--- src/rtl/fifo_pkg.sv ---
// Shared pointer helpers for the async FIFO write and read control stages.
// Functions work on a fixed maximum width; callers zero-extend their pointer
// into ptr_max_t and size-cast the result back to their own pointer width.
package fifo_pkg;

    localparam int unsigned PTR_MAX_W = 32;

    typedef logic [PTR_MAX_W-1:0] ptr_max_t;

    // Binary to reflected Gray code.
    function automatic ptr_max_t bin2gray(input ptr_max_t b);
        return b ^ (b >> 1);
    endfunction

    // Reflected Gray code back to binary: prefix XOR from the MSB downwards,
    // done as log2(width) shift/XOR steps instead of a bit-serial chain.
    function automatic ptr_max_t gray2bin(input ptr_max_t g);
        ptr_max_t b;
        b = g;
        for (int unsigned s = 1; s < PTR_MAX_W; s = s << 1) begin
            b = b ^ (b >> s);
        end
        return b;
    endfunction

endpackage

--- src/rtl/fifo_wptr_full_if.sv ---
// Producer-facing and memory-facing signals of the FIFO write-control stage.
// The master modport is the environment (producer, read domain, memory);
// the slave modport is the write-control block itself.
interface fifo_wptr_full_if #(
    parameter int unsigned ADDR_SIZE = 3
);

    logic                 w_inc;
    logic [ADDR_SIZE:0]   r_ptr;
    logic                 w_en;
    logic [ADDR_SIZE-1:0] w_addr;
    logic [ADDR_SIZE:0]   w_ptr;
    logic                 w_full;
    logic                 w_almost_full;
    logic [ADDR_SIZE:0]   w_level;

    modport master (
        output w_inc,
        output r_ptr,
        input  w_en,
        input  w_addr,
        input  w_ptr,
        input  w_full,
        input  w_almost_full,
        input  w_level
    );

    modport slave (
        input  w_inc,
        input  r_ptr,
        output w_en,
        output w_addr,
        output w_ptr,
        output w_full,
        output w_almost_full,
        output w_level
    );

endinterface

--- src/rtl/fifo_sync2.sv ---
// Two-flop synchronizer for a Gray-coded pointer crossing into this clock
// domain. Shared by the write-full and read-empty control stages.
module fifo_sync2 #(
    parameter int unsigned WIDTH = 4
) (
    input  logic             clk,
    input  logic             rst_n,
    input  logic [WIDTH-1:0] d_i,
    output logic [WIDTH-1:0] q_o
);

    logic [WIDTH-1:0] q1_q;
    logic [WIDTH-1:0] q2_q;

    // Two-stage capture of the foreign-domain pointer, cleared by reset.
    always_ff @(posedge clk) begin
        if (!rst_n) begin
            q1_q <= '0;
            q2_q <= '0;
        end else begin
            q1_q <= d_i;
            q2_q <= q1_q;
        end
    end

    assign q_o = q2_q;

endmodule

--- src/rtl/fifo_wptr_full.sv ---
// Write-side control of the async FIFO. Owns the binary/Gray write pointer,
// drives the memory write strobe/address, and derives registered full,
// almost-full and fill level from the synchronized read pointer.
module fifo_wptr_full
    import fifo_pkg::*;
#(
    parameter int unsigned ADDR_SIZE          = 3,
    parameter int unsigned ALMOST_FULL_MARGIN = 1
) (
    input  logic                  clk,
    input  logic                  rst_n,
    fifo_wptr_full_if.slave       bus
);

    localparam int unsigned DEPTH = 1 << ADDR_SIZE;

    typedef logic [ADDR_SIZE:0] ptr_t;

    localparam ptr_t AF_LEVEL = ptr_t'(DEPTH - ALMOST_FULL_MARGIN);
    // The two MSBs of a Gray pointer flip when the binary pointer is one
    // full lap (DEPTH entries) ahead; this mask builds that comparison value.
    localparam ptr_t FULL_MASK = ptr_t'(3) << (ADDR_SIZE - 1);

    ptr_t wbin_q,  wbin_d;
    ptr_t wgray_q, wgray_d;
    ptr_t level_q, level_d;
    logic full_q,  full_d;
    logic afull_q, afull_d;

    ptr_t rq2;
    ptr_t rbin;
    logic w_en;

    fifo_sync2 #(
        .WIDTH (ADDR_SIZE + 1)
    ) u_rptr_sync (
        .clk   (clk),
        .rst_n (rst_n),
        .d_i   (bus.r_ptr),
        .q_o   (rq2)
    );

    // A write while full is silently dropped: the strobe is simply withheld.
    assign w_en = bus.w_inc & ~full_q;

    // Next pointer values and status computed from the synchronized read pointer.
    always_comb begin
        wbin_d  = wbin_q + ptr_t'(w_en);
        wgray_d = ptr_t'(bin2gray(ptr_max_t'(wbin_d)));
        rbin    = ptr_t'(gray2bin(ptr_max_t'(rq2)));
        level_d = wbin_d - rbin;
        full_d  = (wgray_d == (rq2 ^ FULL_MASK));
        afull_d = (level_d >= AF_LEVEL);
    end

    // Pointer and status registers; reset discards all pointer state.
    always_ff @(posedge clk) begin
        if (!rst_n) begin
            wbin_q  <= '0;
            wgray_q <= '0;
            level_q <= '0;
            full_q  <= 1'b0;
            afull_q <= 1'b0;
        end else begin
            wbin_q  <= wbin_d;
            wgray_q <= wgray_d;
            level_q <= level_d;
            full_q  <= full_d;
            afull_q <= afull_d;
        end
    end

    assign bus.w_en          = w_en;
    assign bus.w_addr        = wbin_q[ADDR_SIZE-1:0];
    assign bus.w_ptr         = wgray_q;
    assign bus.w_full        = full_q;
    assign bus.w_almost_full = afull_q;
    assign bus.w_level       = level_q;

endmodule

--- src/flat_wrapper.sv ---
// flat-port wrapper written by rule: the top's interface ports become plain ports
module fifo_wptr_full_flat import fifo_pkg::*;
#(
    parameter int unsigned ADDR_SIZE          = 3,
    parameter int unsigned ALMOST_FULL_MARGIN = 1
)
  (clk, rst_n, bus_w_inc, bus_r_ptr, bus_w_en, bus_w_addr, bus_w_ptr, bus_w_full, bus_w_almost_full, bus_w_level);
  fifo_wptr_full_if #(.ADDR_SIZE(ADDR_SIZE)) bus_i ();
  input  logic clk;
  input  logic rst_n;
  input wire logic [$bits(bus_i.w_inc)-1:0] bus_w_inc;
  input wire logic [$bits(bus_i.r_ptr)-1:0] bus_r_ptr;
  output wire logic [$bits(bus_i.w_en)-1:0] bus_w_en;
  output wire logic [$bits(bus_i.w_addr)-1:0] bus_w_addr;
  output wire logic [$bits(bus_i.w_ptr)-1:0] bus_w_ptr;
  output wire logic [$bits(bus_i.w_full)-1:0] bus_w_full;
  output wire logic [$bits(bus_i.w_almost_full)-1:0] bus_w_almost_full;
  output wire logic [$bits(bus_i.w_level)-1:0] bus_w_level;
  assign bus_i.w_inc = bus_w_inc;
  assign bus_i.r_ptr = bus_r_ptr;
  assign bus_w_en = bus_i.w_en;
  assign bus_w_addr = bus_i.w_addr;
  assign bus_w_ptr = bus_i.w_ptr;
  assign bus_w_full = bus_i.w_full;
  assign bus_w_almost_full = bus_i.w_almost_full;
  assign bus_w_level = bus_i.w_level;
  fifo_wptr_full #(.ADDR_SIZE(ADDR_SIZE), .ALMOST_FULL_MARGIN(ALMOST_FULL_MARGIN)) u_core (.clk(clk), .rst_n(rst_n), .bus(bus_i));
endmodule
--- config.mk ---
export PLATFORM = sky130hd
export DESIGN_NAME = fifo_wptr_full_flat
export DESIGN_NICKNAME = d
export VERILOG_FILES = /design/src/rtl/fifo_pkg.sv /design/src/rtl/fifo_wptr_full_if.sv /design/src/rtl/fifo_sync2.sv /design/src/rtl/fifo_wptr_full.sv /design/src/flat_wrapper.sv
export SDC_FILE = /design/constraint.sdc
export NUM_CORES = 1
export LEC_CHECK = 0
export CAP_MARGIN = 20
export CORE_MARGIN = 2
export CORE_UTILIZATION = 35
export CTS_CLUSTER_SIZE = 8
export DETAILED_ROUTE_END_ITERATION = 8
export PLACE_DENSITY = 0.62
export REMOVE_ABC_BUFFERS = 1
export SLEW_MARGIN = 20
export SYNTH_ARGS = -nofsm -noshare
export SYNTH_HDL_FRONTEND = slang
export SYNTH_HIERARCHICAL = 1
export SYNTH_SLANG_ARGS = --single-unit
export TNS_END_PERCENT = 1
--- constraint.sdc ---
create_clock -name clk -period 4.27 [get_ports clk]
set_input_delay 1.0675 -clock clk [delete_from_list [all_inputs] [get_ports clk]]
set_output_delay 1.0675 -clock clk [all_outputs]
set_load 0.02 [all_outputs]
==> out/results.ini, run 1 <==
[global_routing]
grt_max_degree = 17
grt_use_met1 = 0.1276
grt_pass1_vias = 555
use_met2 = 0.1938
grt_overflow = 0
antenna_found_initial = 0
grt_pass1_wl_um = 2277
busiest_layer = met2
met3_usage = 0.06000
grtUsageTotal = 0.1150

[finish]
mostFrequentLayoutCells = 21 x dfxtp_1, 20 x clkdlybuf4s50_1, 13 x and2_1
fill_cells = 219
drive_gt1_frac = 0.05000
area_growth_pct = 31.38
final_common_cell = dfxtp_1
nets = 114
design_area_um2 = 1095
register_area_um2 = 420.4
n_antenna_cell = 0
multi_input_area_um2 = 397.9

[clock_tree]
clk_latency_ps = 300
cts_max_path_buffers = 2
hold_buffers = 0
h-tree-depth = 1
clk_pin_slew_ps = 100
cts_sinks = 21
cts_setup_buffers = 0
ctsResizeCount = 0
cts_buffers = 3
cts_tree = built
cts-root-buf = clkbuf_4

[critical_path]
critical_path.max_stage_delay_ps = 620
cp-end-kind = output pin
timing.rr.start = u_core/bus.w_full
r2r_setup_slack_ps = 2090
path_max_fanout = 2
required_ps = 3200
start_kind = input port
critPathTopFamily = buffers and inverters
path_cells = clkdlybuf4s50_1, nor2b_1, clkdlybuf4s50_1
crit_buf_inv = 2
r2r_cells = 9
cp.depth = 3
cp_common_cell = clkdlybuf4s50_1
cp_slowest_cell = clkdlybuf4s50_1
critPathKind = input port to output pin
reg2reg_to = u_core/bus.w_almost_full
cp.arrival_ps = 2300

[power_and_ir_drop]
netSwitchingFraction = 0.2782
p_int_mw = 0.3126
power.total_mw = 0.4331
irDropWorstVdd_mv = 0.3231
clkPwrFrac = 0.211
p_comb_frac = 0.281
power.density_nw_per_um2 = 395.6
pwr-share-seq = 0.508
leakagePower_nw = 0.4472
switching_power_mw = 0.1205

[route]
final_antenna_net_count = 0
vias = 552
drc_errors = 0
wirelength_um = 1209
wl_per_cell_um = 9.445
firstDrtPassIters = 4
vias_per_cell = 4.313
drt_iter0_drc = 11

[yosys]
synth-edff-count = 0
synth_flop_cell = dfxtp_1
synth_async_sr_flop_share = 0
ys_types = 18
syn_avg_cell_area_um2 = 10.96
yosysSeqAreaShare = 0.5045
ys_ff_latch = 21
netlist_area_um2 = 833.3
synth_cells = 76
synth_area_leaders = dfxtp_1 50%, xnor2_1 11%, and2_1 9.8%
synth_top_area_cell = dfxtp_1
yosysWarnings = 6
synth_top_area_share = 0.5045

[place]
place.port_buffers = 20
dp_slack_ps = 852.5
post_dp_cell_area_um2 = 1069
place_hpwl_um = 983.4
routabilityCongestion = 0.7334

[timing]
rsz0062_at_grt = false
fin_crit_sh = 0.7883
fin_crit_ps = 3366
hold_violations = 0
maxSlewHeadroom = 0.7286
slew_violations = 0
setup-tns-final_ps = 0
timing_worst_slew_pin_value_ps = 405.8
timing.final.ws_setup_ps = 904.0
skew_ps = 6.081
finalSetupViolations = 0
fmax_mhz = 297.1
whs_ps = 440.0

[job]
max_cap_violations = 0

[floorplanning]
die_y_um = 52.80
core_area_um2 = 2233
die_area_um2 = 2787
start_util = 0.3731
io_pins = 21
num_rows = 17
die_width_um = 52.80

[run_status]
status = finished clean

[worst_hold_path]
whs_endpoint = u_core/u_rptr_sync/q_o[2]
hp-class = flip-flop to flip-flop
min_path_cells = 1
hold_path_startpoint = u_core/u_rptr_sync/q1_q[2]

[power groups by stage]
stage	clock, mW	combinational, mW	sequential, mW
5_1_grt	0.104	0.136	0.223
3_5_place_dp	0	0.122	0.225
2_1_floorplan	0	0.0561	0.244
6_report	0.0915	0.122	0.220
3_3_place_gp	0	0.122	0.224
4_1_cts	0.0964	0.123	0.220
[per-layer routing]
| layer | routed length, um | vias to the layer above |
|---|---|---|
| met5 | 0 | - |
| met3 | 93 | 0 |
| met4 | 0 | 0 |
| met1 | 538 | 249 |
| met2 | 578 | 17 |
| li1 | - | 286 |
[stage by stage]
| stage | std cells | utilization |
|---|---|---|
| global route | 128 | 0.4902 |
| CTS | 128 | 0.4902 |
| detailed placement | 124 | 0.4784 |
| finish | 128 | 0.4902 |
| floorplan | 76 | - |
| global placement | 124 | 0.4784 |
[state kept, by name, summed over array words and instances (netlist names)]
register,cells
u_core/bus.w_level,4
u_core/u_rptr_sync/q1_q,4
u_core/u_rptr_sync/q_o,4
u_core/wbin_q,4
u_core/bus.w_ptr,3
u_core/bus.w_almost_full,1
u_core/bus.w_full,1
[logic make-up (layout without fill, tap and decap cells)]
logic type / count (synthesis) / after routing / synth area share
DFF: 21 / 21 / 0.5045
xor gates and xnor gates: 16 / 16 / 0.1772
buffers and inverters: 4 / 28 / 0.01801
and+or+nand+nor: 25 / 25 / 0.1712
adders and majority gates: 6 / 6 / 0.09910
AOI/OAI and AO/OA: 4 / 4 / 0.03003
[layout make-up]
cell class                      instances  share of cell area
Clock buffer                            4             0.02400
Sequential cell                        21              0.3840
Timing Repair Buffer                   20              0.1829
Inverter                                4             0.01371
Multi-Input combinational cell         51              0.3634
Tap cell                               28             0.03200
[cell usage after synthesis, types with 2 or more instances]
cell,count
and2_1,13
dfxtp_1,21
ha_1,5
inv_1,4
nand2_1,2
nor2_1,6
xnor2_1,10
xor2_1,5
[worst register-to-register path, cell delays in order (launching register included)]
cell and delay (ps):
dfxtp_1 330, nor2b_1 140, ha_1 210, ha_1 210, xor2_1 270, ha_1 320, a21oi_1 140, o21ai_0 110
xor2_1 170, o21a_1 180
[worst max-delay path by stage]
stage,start,endpoint,slack (ps)
detailed placement,bus_w_inc,u_core/bus.w_almost_full,850
finish,bus_w_inc,bus_w_en,900
global placement,bus_w_inc,u_core/bus.w_almost_full,890
CTS,bus_w_inc,bus_w_en,890
floorplan,bus_w_inc,u_core/bus.w_almost_full,1190
global route,bus_w_inc,bus_w_en,810
No activity file was read; power rests on OpenSTA's default activity.
==> run 2, diff against run 1 <==
Clock period 4.27 ns to 3.4 ns, I/O delays scaled along.
==> out/results.ini, run 2 (synthesis results as in run 1) <==
[timing]
whs_ps = 442.9  ; was 440.0 ps
fin_crit_ps = 2990
hold_violations = 0  ; unchanged
timing_worst_slew_pin_value_ps = 409.4  ; was 405.8 ps
fin_crit_sh = 0.8793
slew_violations = 0  ; unchanged
timing.final.ws_setup_ps = 410.4  ; was 904.0 ps
rsz0062_at_grt = false  ; unchanged
setup-tns-final_ps = 0  ; unchanged
skew_ps = 8.710  ; was 6.081 ps
fmax_mhz = 334.5
finalSetupViolations = 0  ; unchanged
maxSlewHeadroom = 0.7262  ; was 0.7286

[finish]
drive_gt1_frac = 0.05000  ; unchanged
final_common_cell = dfxtp_1  ; unchanged
fill_cells = 220  ; was 219
finalNonFillerCells = 128  ; unchanged
n_antenna_cell = 0  ; unchanged
design_area_um2 = 1095  ; unchanged
utilization = 0.4902  ; unchanged
nets = 114  ; unchanged
area_growth_pct = 31.38  ; unchanged
mostFrequentLayoutCells = 21 x dfxtp_1, 20 x clkdlybuf4s50_1, 13 x and2_1  ; unchanged

[floorplanning]
io_pins = 21  ; unchanged
start_util = 0.3731  ; unchanged
die_width_um = 52.80  ; unchanged
die_area_um2 = 2787  ; unchanged
core_area_um2 = 2233  ; unchanged
die_y_um = 52.80  ; unchanged
num_rows = 17  ; unchanged

[route]
vias = 544  ; was 552
final_antenna_net_count = 0  ; unchanged
vias_per_cell = 4.250  ; was 4.313
firstDrtPassIters = 4  ; unchanged
wirelength_um = 1223  ; was 1209 um
drc_errors = 0  ; unchanged
wl_per_cell_um = 9.555  ; was 9.445 um
drt_iter0_drc = 8  ; was 11

[clock_tree]
cts_buffers = 3  ; unchanged
cts-root-buf = clkbuf_4  ; unchanged
cts_tree = built  ; unchanged
cts_sinks = 21  ; unchanged
clk_pin_slew_ps = 110  ; was 100 ps
cts_max_path_buffers = 2  ; unchanged
ctsResizeCount = 0  ; unchanged
clk_latency_ps = 290  ; was 300 ps
hold_buffers = 0  ; unchanged
h-tree-depth = 1  ; unchanged
cts_setup_buffers = 0  ; unchanged

[global_routing]
grt_pass1_vias = 552  ; was 555
grtUsageTotal = 0.1091  ; was 0.1150
grt_max_degree = 17  ; unchanged
grt_overflow = 0  ; unchanged
grt_pass1_wl_um = 2145  ; was 2277 um
antenna_found_initial = 0  ; unchanged

[worst_hold_path]
hold_path_startpoint = u_core/u_rptr_sync/q1_q[3]  ; was u_core/u_rptr_sync/q1_q[2]
hp-class = flip-flop to flip-flop  ; unchanged

[critical_path]
critPathKind = input port to flip-flop  ; was input port to output pin
cp_common_cell = ha_1  ; was clkdlybuf4s50_1
timing.rr.start = u_core/bus.w_full  ; unchanged
worstSetupStartpoint = bus_w_inc  ; unchanged
required_ps = 3590  ; was 3200 ps
path_max_fanout = 3  ; was 2
path_cells = clkdlybuf4s50_1, nor2b_1, ha_1, ha_1, xor2_1, ha_1, a21oi_1, o21ai_0, xor2_1, o21a_1  ; was clkdlybuf4s50_1, nor2b_1, clkdlybuf4s50_1
cp_slowest_cell = clkdlybuf4s50_1  ; unchanged
critical_path.max_stage_delay_ps = 450  ; was 620 ps
cp.arrival_ps = 3180  ; was 2300 ps
start_kind = input port  ; unchanged
cp-end-kind = flip-flop  ; was output pin

[place]
dp_slack_ps = 162.4  ; was 852.5 ps
post_dp_cell_area_um2 = 1069  ; unchanged
place.port_buffers = 20  ; unchanged
place_hpwl_um = 940.7  ; was 983.4 um
routabilityCongestion = 0.7676  ; was 0.7334
dpl.cell_count = 124  ; unchanged

[run_status]
status = finished clean  ; unchanged

[power_and_ir_drop]
leakagePower_nw = 0.4472  ; unchanged
power.density_nw_per_um2 = 496.1  ; was 395.6 nW/um^2
power.total_mw = 0.5431  ; was 0.4331 mW
irDropWorstVdd_mv = 0.2807  ; was 0.3231 mV

[job]
max_cap_violations = 0  ; unchanged

run 2: cell counts in the layout (fill, tap and decap cells not counted):
No cell type changed its count.
run 2: path summary, 6_finish.rpt:
| kind | endpoint | slack (ps) | cells past startpoint |
|---|---|---|---|
| min | u_core/u_rptr_sync/q_o[3] | 440 | 1 |
| min reg2reg | u_core/u_rptr_sync/q_o[3] | 440 | 1 |
| max | u_core/bus.w_almost_full | 410 | 10 |
| max reg2reg | u_core/bus.w_almost_full | 1120 | 9 |
run 2: cell type report:
cell class                 count  area (um^2)  area share
clock buffer                   4        26.28     0.02400
inverter                       4        15.01     0.01371
multi-input combinational     51        397.9      0.3634
sequential                    21        420.4      0.3840
tap                           28        35.03     0.03200
timing repair buffer          20        200.2      0.1829
run 2: worst max-delay path: cells and delay by family:
kind | cells | cell delay (ps)
compound gates | 3 | 470
xor+xnor | 2 | 480
fa+ha+maj | 3 | 750
buf+inv | 1 | 450
simple gates | 1 | 160
run 2: power breakdown:
part           internal [mW]  switching (mW)
logic                 0.0772          0.0755
registers              0.269         0.00732
clock network         0.0456          0.0683
run 2: routing by layer:
metal | global-route usage | wire length, um | part of all wire
met1 | 0.1189 | 565 | 0.46
met2 | 0.1833 | 573 | 0.47
met3 | 0.02571 | 69 | 0.056
met4 | 0.07692 | 14 | 0.011
met5 | 0 | 0 | 0
